===== src/rtl/multi_mode_ff_reg.sv =====
// -----------------------------------------------------------------------------
// multi_mode_ff_reg
//
// A bank of WIDTH flip-flops that all behave as D, T, JK or SR flip-flops,
// selected by a shared mode input. Alongside the state it reports which bits
// changed on the last edge, keeps a sticky flag for illegal SR inputs, and
// counts (with saturation) the edges on which any bit changed.
//
// Parameters
//   WIDTH   : number of flip-flop bits (1..32)
//   CNT_W   : width of the change counter (2..16)
//
// Ports
//   clk     : clock, all state updates on the rising edge
//   rst     : synchronous active-high reset, highest priority
//   mode    : 00=D, 01=T, 10=JK, 11=SR (applies to all bits)
//   en      : update enable; 0 holds every bit
//   a       : per-bit D / T / J / S input
//   b       : per-bit K / R input (ignored in D and T modes)
//   clr     : synchronous clear of sr_err and chg_cnt (q and chg unaffected)
//   q       : registered flip-flop state
//   qn      : ~q
//   chg     : registered per-bit "changed on the previous edge" flags
//   sr_err  : sticky illegal-SR-combination flag
//   chg_cnt : saturating count of edges on which any q bit changed
// -----------------------------------------------------------------------------
module multi_mode_ff_reg #(
    parameter int WIDTH = 4,
    parameter int CNT_W = 8
) (
    input  logic             clk,
    input  logic             rst,
    input  logic [1:0]       mode,
    input  logic             en,
    input  logic [WIDTH-1:0] a,
    input  logic [WIDTH-1:0] b,
    input  logic             clr,
    output logic [WIDTH-1:0] q,
    output logic [WIDTH-1:0] qn,
    output logic [WIDTH-1:0] chg,
    output logic             sr_err,
    output logic [CNT_W-1:0] chg_cnt
);

    typedef enum logic [1:0] {
        MODE_D  = 2'b00,
        MODE_T  = 2'b01,
        MODE_JK = 2'b10,
        MODE_SR = 2'b11
    } ff_mode_t;

    localparam logic [CNT_W-1:0] CNT_MAX = '1;

    logic [WIDTH-1:0] next_q;
    logic             changed;
    logic             sr_illegal;

    // Next-state selection. With en low next_q equals q, so chg and the
    // counter naturally see "no change" on hold cycles.
    always_comb begin
        next_q = q;
        if (en) begin
            case (ff_mode_t'(mode))
                MODE_D:  next_q = a;
                MODE_T:  next_q = q ^ a;
                // Characteristic equation Q+ = J.~Q | ~K.Q
                MODE_JK: next_q = (a & ~q) | (~b & q);
                // Set when S only, reset when R only, otherwise hold
                // (S=R=1 holds and is flagged through sr_err).
                MODE_SR: next_q = (a & ~b) | (q & ~(b & ~a));
                default: next_q = q;
            endcase
        end
    end

    assign changed    = (next_q != q);
    assign sr_illegal = en && (mode == MODE_SR) && (|(a & b));

    always_ff @(posedge clk) begin
        if (rst) begin
            q       <= '0;
            chg     <= '0;
            sr_err  <= 1'b0;
            chg_cnt <= '0;
        end else begin
            q   <= next_q;
            chg <= next_q ^ q;

            // A new illegal condition wins over clr on the same edge.
            if (sr_illegal) begin
                sr_err <= 1'b1;
            end else if (clr) begin
                sr_err <= 1'b0;
            end

            // clr restarts the count, but a change on the same edge is
            // still counted so it is not lost.
            if (clr) begin
                chg_cnt <= changed ? CNT_W'(1) : '0;
            end else if (changed && (chg_cnt != CNT_MAX)) begin
                chg_cnt <= chg_cnt + CNT_W'(1);
            end
        end
    end

    assign qn = ~q;

endmodule

===== config.mk =====
export PLATFORM = sky130hd
export DESIGN_NAME = multi_mode_ff_reg
export DESIGN_NICKNAME = d
export VERILOG_FILES = /design/src/rtl/multi_mode_ff_reg.sv
export SDC_FILE = /design/constraint.sdc
export NUM_CORES = 1
export LEC_CHECK = 0
export ABC_AREA = 1
export CORE_MARGIN = 1
export CORE_UTILIZATION = 35
export CTS_CLUSTER_DIAMETER = 60
export DETAILED_ROUTE_END_ITERATION = 10
export GPL_ROUTABILITY_DRIVEN = 0
export GPL_TIMING_DRIVEN = 1
export MAX_ROUTING_LAYER = met4
export SLEW_MARGIN = 20
export SYNTH_ARGS = -nofsm -noshare
export SYNTH_HDL_FRONTEND = slang
export SYNTH_SLANG_ARGS = --single-unit

===== constraint.sdc =====
create_clock -name clk -period 4.1 [get_ports clk]
set_input_delay 0.82 -clock clk [delete_from_list [all_inputs] [get_ports clk]]
set_output_delay 0.82 -clock clk [all_outputs]
set_load 0.02 [all_outputs]

==> qor.yml <==
run_status:
  run_status: "complete, but fails checks"
  violations: "design-rule violations"
timing:
  tightest_slew_ns: 0.558
  worst_hold_slack_ns: 0.487
  slew_headroom: 0.626
  setup_viol: 0
  maxSlewViolCount: 0
  final-hold-violation-count: 0
  tns_ns: 0
  period_minus_slack_ns: 2.59
  skew_ns: 0.00404
  rsz0062_at_grt: "false"
  max_freq_ghz: 0.386
  finalCritPeriodShare: 0.631
placement:
  dpl.hpwl_mm: 2.18
  portBuffers: 34
logic_synthesis:
  avgSynthCellArea_um2: 5.80
  async_flop_share: 0
  seq_area_frac_synth: 0.311
  synth_edf_count: 0
  synth_commonest_cells: "nand2_1 (76), nand3_1 (22), dfxtp_1 (17)"
  synth_top_area_cell: "dfxtp_1"
  syn-cell-area_um2: 1100
  synthCells: 189
  synth_top_flop_cell: "dfxtp_1"
  ys_types: 18
  syn-num-nets: 204
  ys_warn_count: 0
  synth-seq-cells: 17
  yosysMostFrequentCell: "nand2_1"
  synth_top_area_frac: 0.311
  synth_area_leaders: "dfxtp_1 (31%), nand2_1 (26%), nand3_1 (10%)"
grt:
  grtUsageTotal: 0.197
  antenna_found_initial: 0
  grt_max_degree: 16
  grt_pass1_vias: 1206
  overflow: 0
  grt_pass1_wl_mm: 5.01
die:
  die_area_um2: 3360
  ioPinCount: 35
  rows: 19
  start_util: 0.384
  fp.dieH_um: 58.0
  fp.dieW_um: 58.0
  core-area_um2: 2850
setup_path:
  reg2reg_slack_ns: 2.09
  crit_fanout: 15
  arrival_ns: 2.78
  cpPeakStageDelay_ns: 0.53
  r2r_start: "chg_cnt[0]$_SDFFE_PP0P_"
  critPathBufInv: 2
  path_class: "input port to flip-flop"
  crit_path_cell_trace: "clkdlybuf4s50_1 -> inv_2 -> nor2_2 -> nand2_1 -> nand2_1 -> nand2_1 -> nand2_1 -> nand2_1 -> nand3_1 -> nand2_1 -> nor2_1 -> nand2_2 -> nand3_1 -> nand2_1 -> nand2_1 -> nor2_1"
  required_ns: 4.29
  path_delay_family: "simple AND/OR/NAND/NOR gates"
  r2r-end: "chg_cnt[3]$_SDFFE_PP0P_"
  reg2reg_depth: 8
  crit_path_frequent_cell: "nand2_1"
  endpoint_kind: "flip-flop"
  start_kind: "input port"
  slowest_stage: "clkdlybuf4s50_1"
clocking:
  htreeDepth: 1
  cts_sinks: 17
  ctsHoldBuffers: 0
  ctsLongestPathBuffers: 2
  cts_resized: 0
  cts_buffers: 3
  root_buffer: "clkbuf_4"
  clk_latency_ns: 0.29
  cts_tree: "built"
  cts_setup_buffers: 0
  cts.clk_slew.worst_paths_ns: 0.09
pwr:
  pwr_density_cell_nw_per_um2: 263
  p_comb_frac: 0.307
  internal_power_mw: 0.262
  peakVddDrop_mv: 0.202
  switchingPower_mw: 0.127
  swShare: 0.326
  clkPwrFrac: 0.225
  p_leak_nw: 0.676
  seq_power_share: 0.468
detailed_routing:
  wl_mm: 2.79
  drtIter0Drc: 55
  post-route-drc-count: 1
  vias: 1268
  via_per_inst: 4.97
  dr.pass1.iters: 7
  drt.antenna.violating_nets: 0
  wl_per_cell_um: 11.0
layout:
  syn_to_final_growth_pct: 35.3
  diodes: 0
  drive_gt1_frac: 0.0804
  nets: 240
hold_path:
  hold_depth: 2
  worstHoldEndpoint: "sr_err$_SDFFE_PP0P_"
  min_path_type: "flip-flop to flip-flop"
  min-delay-start: "sr_err$_SDFFE_PP0P_"
flow_run:
  cap_violations: 0
==> per-stage QoR <==
stage / instance area (um^2) / utilization / total power, mW / setup WS (ns) / cells
after detailed placement: 1460 / 0.511 / 0.306 / 1.20 / 251
after CTS: 1480 / 0.520 / 0.396 / 1.53 / 255
final: 1480 / 0.520 / 0.389 / 1.51 / 255
after global routing: 1480 / 0.520 / 0.421 / 1.26 / 255
after global placement: 1460 / 0.511 / 0.305 / 1.22 / 251
after floorplan: 1100 / - / 0.259 / 2.04 / 189
==> power by group through the flow <==
stage                     Combinational (mW)  Clock, mW  Sequential [mW]
after CTS                              0.120     0.0935            0.182
after global routing                   0.133      0.104            0.184
final                                  0.119     0.0876            0.182
after floorplan                       0.0633          0            0.195
after global placement                 0.119          0            0.186
after detailed placement               0.120          0            0.186
==> final cells by class <==
| type | instances | area [um^2] |
|---|---|---|
| inverters | 30 | 113 |
| repair buffers | 34 | 340 |
| multi-input cells | 139 | 624 |
| fillers | 295 | 1370 |
| flip-flops and latches | 17 | 340 |
| clock buffers | 4 | 26.3 |
| well taps | 31 | 38.8 |
==> cell usage in the layout, fill, tap and decap left out <==
master,Yosys,final
clkbuf_4,0,3
nor2_2,7,7
nand2_1,76,76
nand3_1,22,22
inv_1,15,15
ha_1,1,1
a21oi_1,12,12
clkinv_1,8,8
clkbuf_1,2,1
nor2_1,7,7
dfxtp_1,17,17
nor3_1,2,2
a22oi_1,1,1
inv_2,7,7
nand2_2,1,1
a21boi_1,1,1
o21ai_0,1,1
nand4_1,8,8
clkdlybuf4s50_1,0,34
==> registers in the layout (all words and copies together), names as in the netlist <==
signal	flops
chg	4
chg_cnt	8
q	4
sr_err	1
==> logic make-up after synthesis <==
| logic type | synth area share |
|---|---|
| AOI/OAI and AO/OA | 0.0731 |
| adders and majority gates | 0.0114 |
| and+or+nand+nor | 0.485 |
| DFF | 0.311 |
| buffers and inverters | 0.120 |
==> worst min-delay path: cells and delay by family (launching register included) <==
family             cells  cell delay, ns
DFF                    1            0.35
AOI/OAI and AO/OA      1            0.06
and+or+nand+nor        1            0.05
==> worst max-delay path by stage <==
stage                     startpoint                 endpoint  slack (ns)  cells after the start
after global placement            en  chg_cnt[3]$_SDFFE_PP0P_        1.22                     12
after floorplan              mode[0]  chg_cnt[0]$_SDFFE_PP0P_        2.04                     13
final                        mode[1]  chg_cnt[3]$_SDFFE_PP0P_        1.51                     16
after global routing         mode[1]  chg_cnt[3]$_SDFFE_PP0P_        1.26                     16
after CTS                    mode[1]  chg_cnt[3]$_SDFFE_PP0P_        1.53                     16
after detailed placement     mode[1]  chg_cnt[3]$_SDFFE_PP0P_        1.20                     16
==> metal layers <==
metal	up-vias	track usage	part of all wire	wire, um
met2	30	0.294	0.45	1270
met1	571	0.251	0.50	1390
met4	0	0.0714	0.0047	13
met3	2	0.0580	0.044	124
li1	665	-	-	-
met5	-	-	0	0
Note: power is estimated with default switching activity, not from simulation.
==> RTL change (same settings) <==
`WIDTH`: 4 -> 6.
--- a/src/rtl/multi_mode_ff_reg.sv
+++ b/src/rtl/multi_mode_ff_reg.sv
@@ -25,7 +25,7 @@
 //   chg_cnt : saturating count of edges on which any q bit changed
 // -----------------------------------------------------------------------------
 module multi_mode_ff_reg #(
-    parameter int WIDTH = 4,
+    parameter int WIDTH = 6,
     parameter int CNT_W = 8
 ) (
     input  logic             clk,
Interface: changed (5 resized); port bits go from 35 to 45. No check against the original RTL was run, so the function may have changed too.
==> RTL change against the original RTL <==
Design area is 28% higher. Sequential cell count is 4 higher. Setup slack worse by 0.25 ns. Total power is 34% higher. Routed wire length is 25% higher. Worst hold slack worse by 0.014 ns. Synthesized cell count is 18% higher. Synthesized area is 24% higher. Critical path type unchanged. Largest cell class unchanged. Largest power group unchanged.
==> RTL change: results (changes against the original RTL) <==
Setup path
  – R2R Path End: chg_cnt[0]$_SDFFE_PP0P_
  – Reg2reg start: q[2]$_SDFF_PP0_
  – Worst Path Max Fanout: 13 (-2)
  – Worst reg-to-reg setup slack: 2.07 ns (-0.02 ns)
  – Crit path DAT: 3.00 ns (+0.22 ns)

Routing
  – Via count: 1501 (+18%)
  – Detailed Routing Iterations Pass 1: 4 (-3)
  – DR WL/cell: 11.0 um (+0.23%)

Finish
  – Largest regs: chg_cnt: 8 flops, chg: 6 flops, q: 6 flops
  – Share of layout cells above drive strength 1: 7.81% (-0.23 points)
  – FILL cells: 405 (+37%)

Global routing
  – Vias in the first global route: 1358 (+13%)
  – First-pass GRT wire length: 5.98 mm (+19%)

Place
  – IO Port Bufs: 44 (+29%)
  – Post-DP HPWL: 2.75 mm (+26%)

Logic synthesis
  – Syn nets: 242 (+19%)
  – Sequential area share after synthesis: 30.9% (-0.11 points)
  – Synth cell count leaders: nand2_1, inv_1, dfxtp_1, nand3_1, nor2_1

Timing
  – Worst hold slack: 0.473 ns (-0.0136 ns)
  – Slew headroom: 62.6% (-0.074 points)

CTS
  – Root buffer cell: clkbuf_8
  – Clock Latency Late Sink: 0.26 ns (-0.03 ns)

Status
  – Status: finished, final reports clean

Pwr
  – Sw frac: 32.3% (-0.24 points)
  – P_leak: 0.000858 uW (+27%)
[RTL change: changes by cell type after synthesis, sizes merged, moves of 2 or more]
cell / delta
nor2: +7
dfxtp: +4
nand2: +4
o211ai: +2
o21ai: +3
clkinv: -8
a21oi: +5
nand3: +3
o22ai: +2
inv: +10
[RTL change: metrics by stage]
| stage | area (um^2) | instances | total power, uW | worst slack, ns |
|---|---|---|---|---|
| final | 1890 | 317 | 521 | 1.26 |
| after global routing | 1890 | 317 | 558 | 1.05 |
| after CTS | 1890 | 317 | 526 | 1.28 |
| after detailed placement | 1850 | 313 | 390 | 1.01 |
| after global placement | 1850 | 313 | 390 | 0.977 |
| after floorplan | 1360 | 223 | 325 | 2.00 |
[RTL change: kinds of logic after synthesis]
kind of cell,synth area share [%]
fa+ha+maj,0.921
flops,30.9
buf+inv,10.3
compound gates,11.6
simple gates,46.2
[RTL change: metal layers]
layer,part of all wire (%),up-vias,wire (um),GRT usage [%]
met3,3.8,4,132,5.00
met2,44,27,1520,29.3
met4,0.49,0,17,3.33
li1,-,813,-,-
met1,52,657,1810,24.6
met5,0,-,0,-
[RTL change: power by group through the flow]
stage / clock network (uW) / registers, uW / logic, uW
after floorplan: 0 / 242 / 82.6
after global placement: 0 / 230 / 160
after detailed placement: 0 / 230 / 159
after CTS: 141 / 225 / 160
after global routing: 155 / 227 / 176
final: 136 / 225 / 160
[RTL change: cell type report]
type,instances,share of cell area [%]
Clock buffer,3,2.18
Clock inverter,1,0.264
Inverter,32,6.34
Multi-Input combinational cell,167,42.2
Sequential cell,21,22.2
Tap cell,48,3.17
Timing Repair Buffer,45,23.7
[RTL change: tightest hold or removal path: stages (launching register included)]
cell     delay [ns]
dfxtp_1        0.31
nand2_1        0.06
a21oi_1        0.06
[RTL change: worst max path at each step]
stage / slack (ns) / startpoint / endpoint / cells after the start
after floorplan: 2.00 / mode[0] / chg_cnt[6]$_SDFFE_PP0P_ / 15
after global placement: 0.98 / mode[0] / chg_cnt[0]$_SDFFE_PP0P_ / 15
after detailed placement: 1.01 / mode[0] / chg_cnt[0]$_SDFFE_PP0P_ / 15
after CTS: 1.28 / mode[0] / chg_cnt[0]$_SDFFE_PP0P_ / 15
after global routing: 1.05 / mode[0] / chg_cnt[0]$_SDFFE_PP0P_ / 15
final: 1.26 / mode[0] / chg_cnt[0]$_SDFFE_PP0P_ / 15
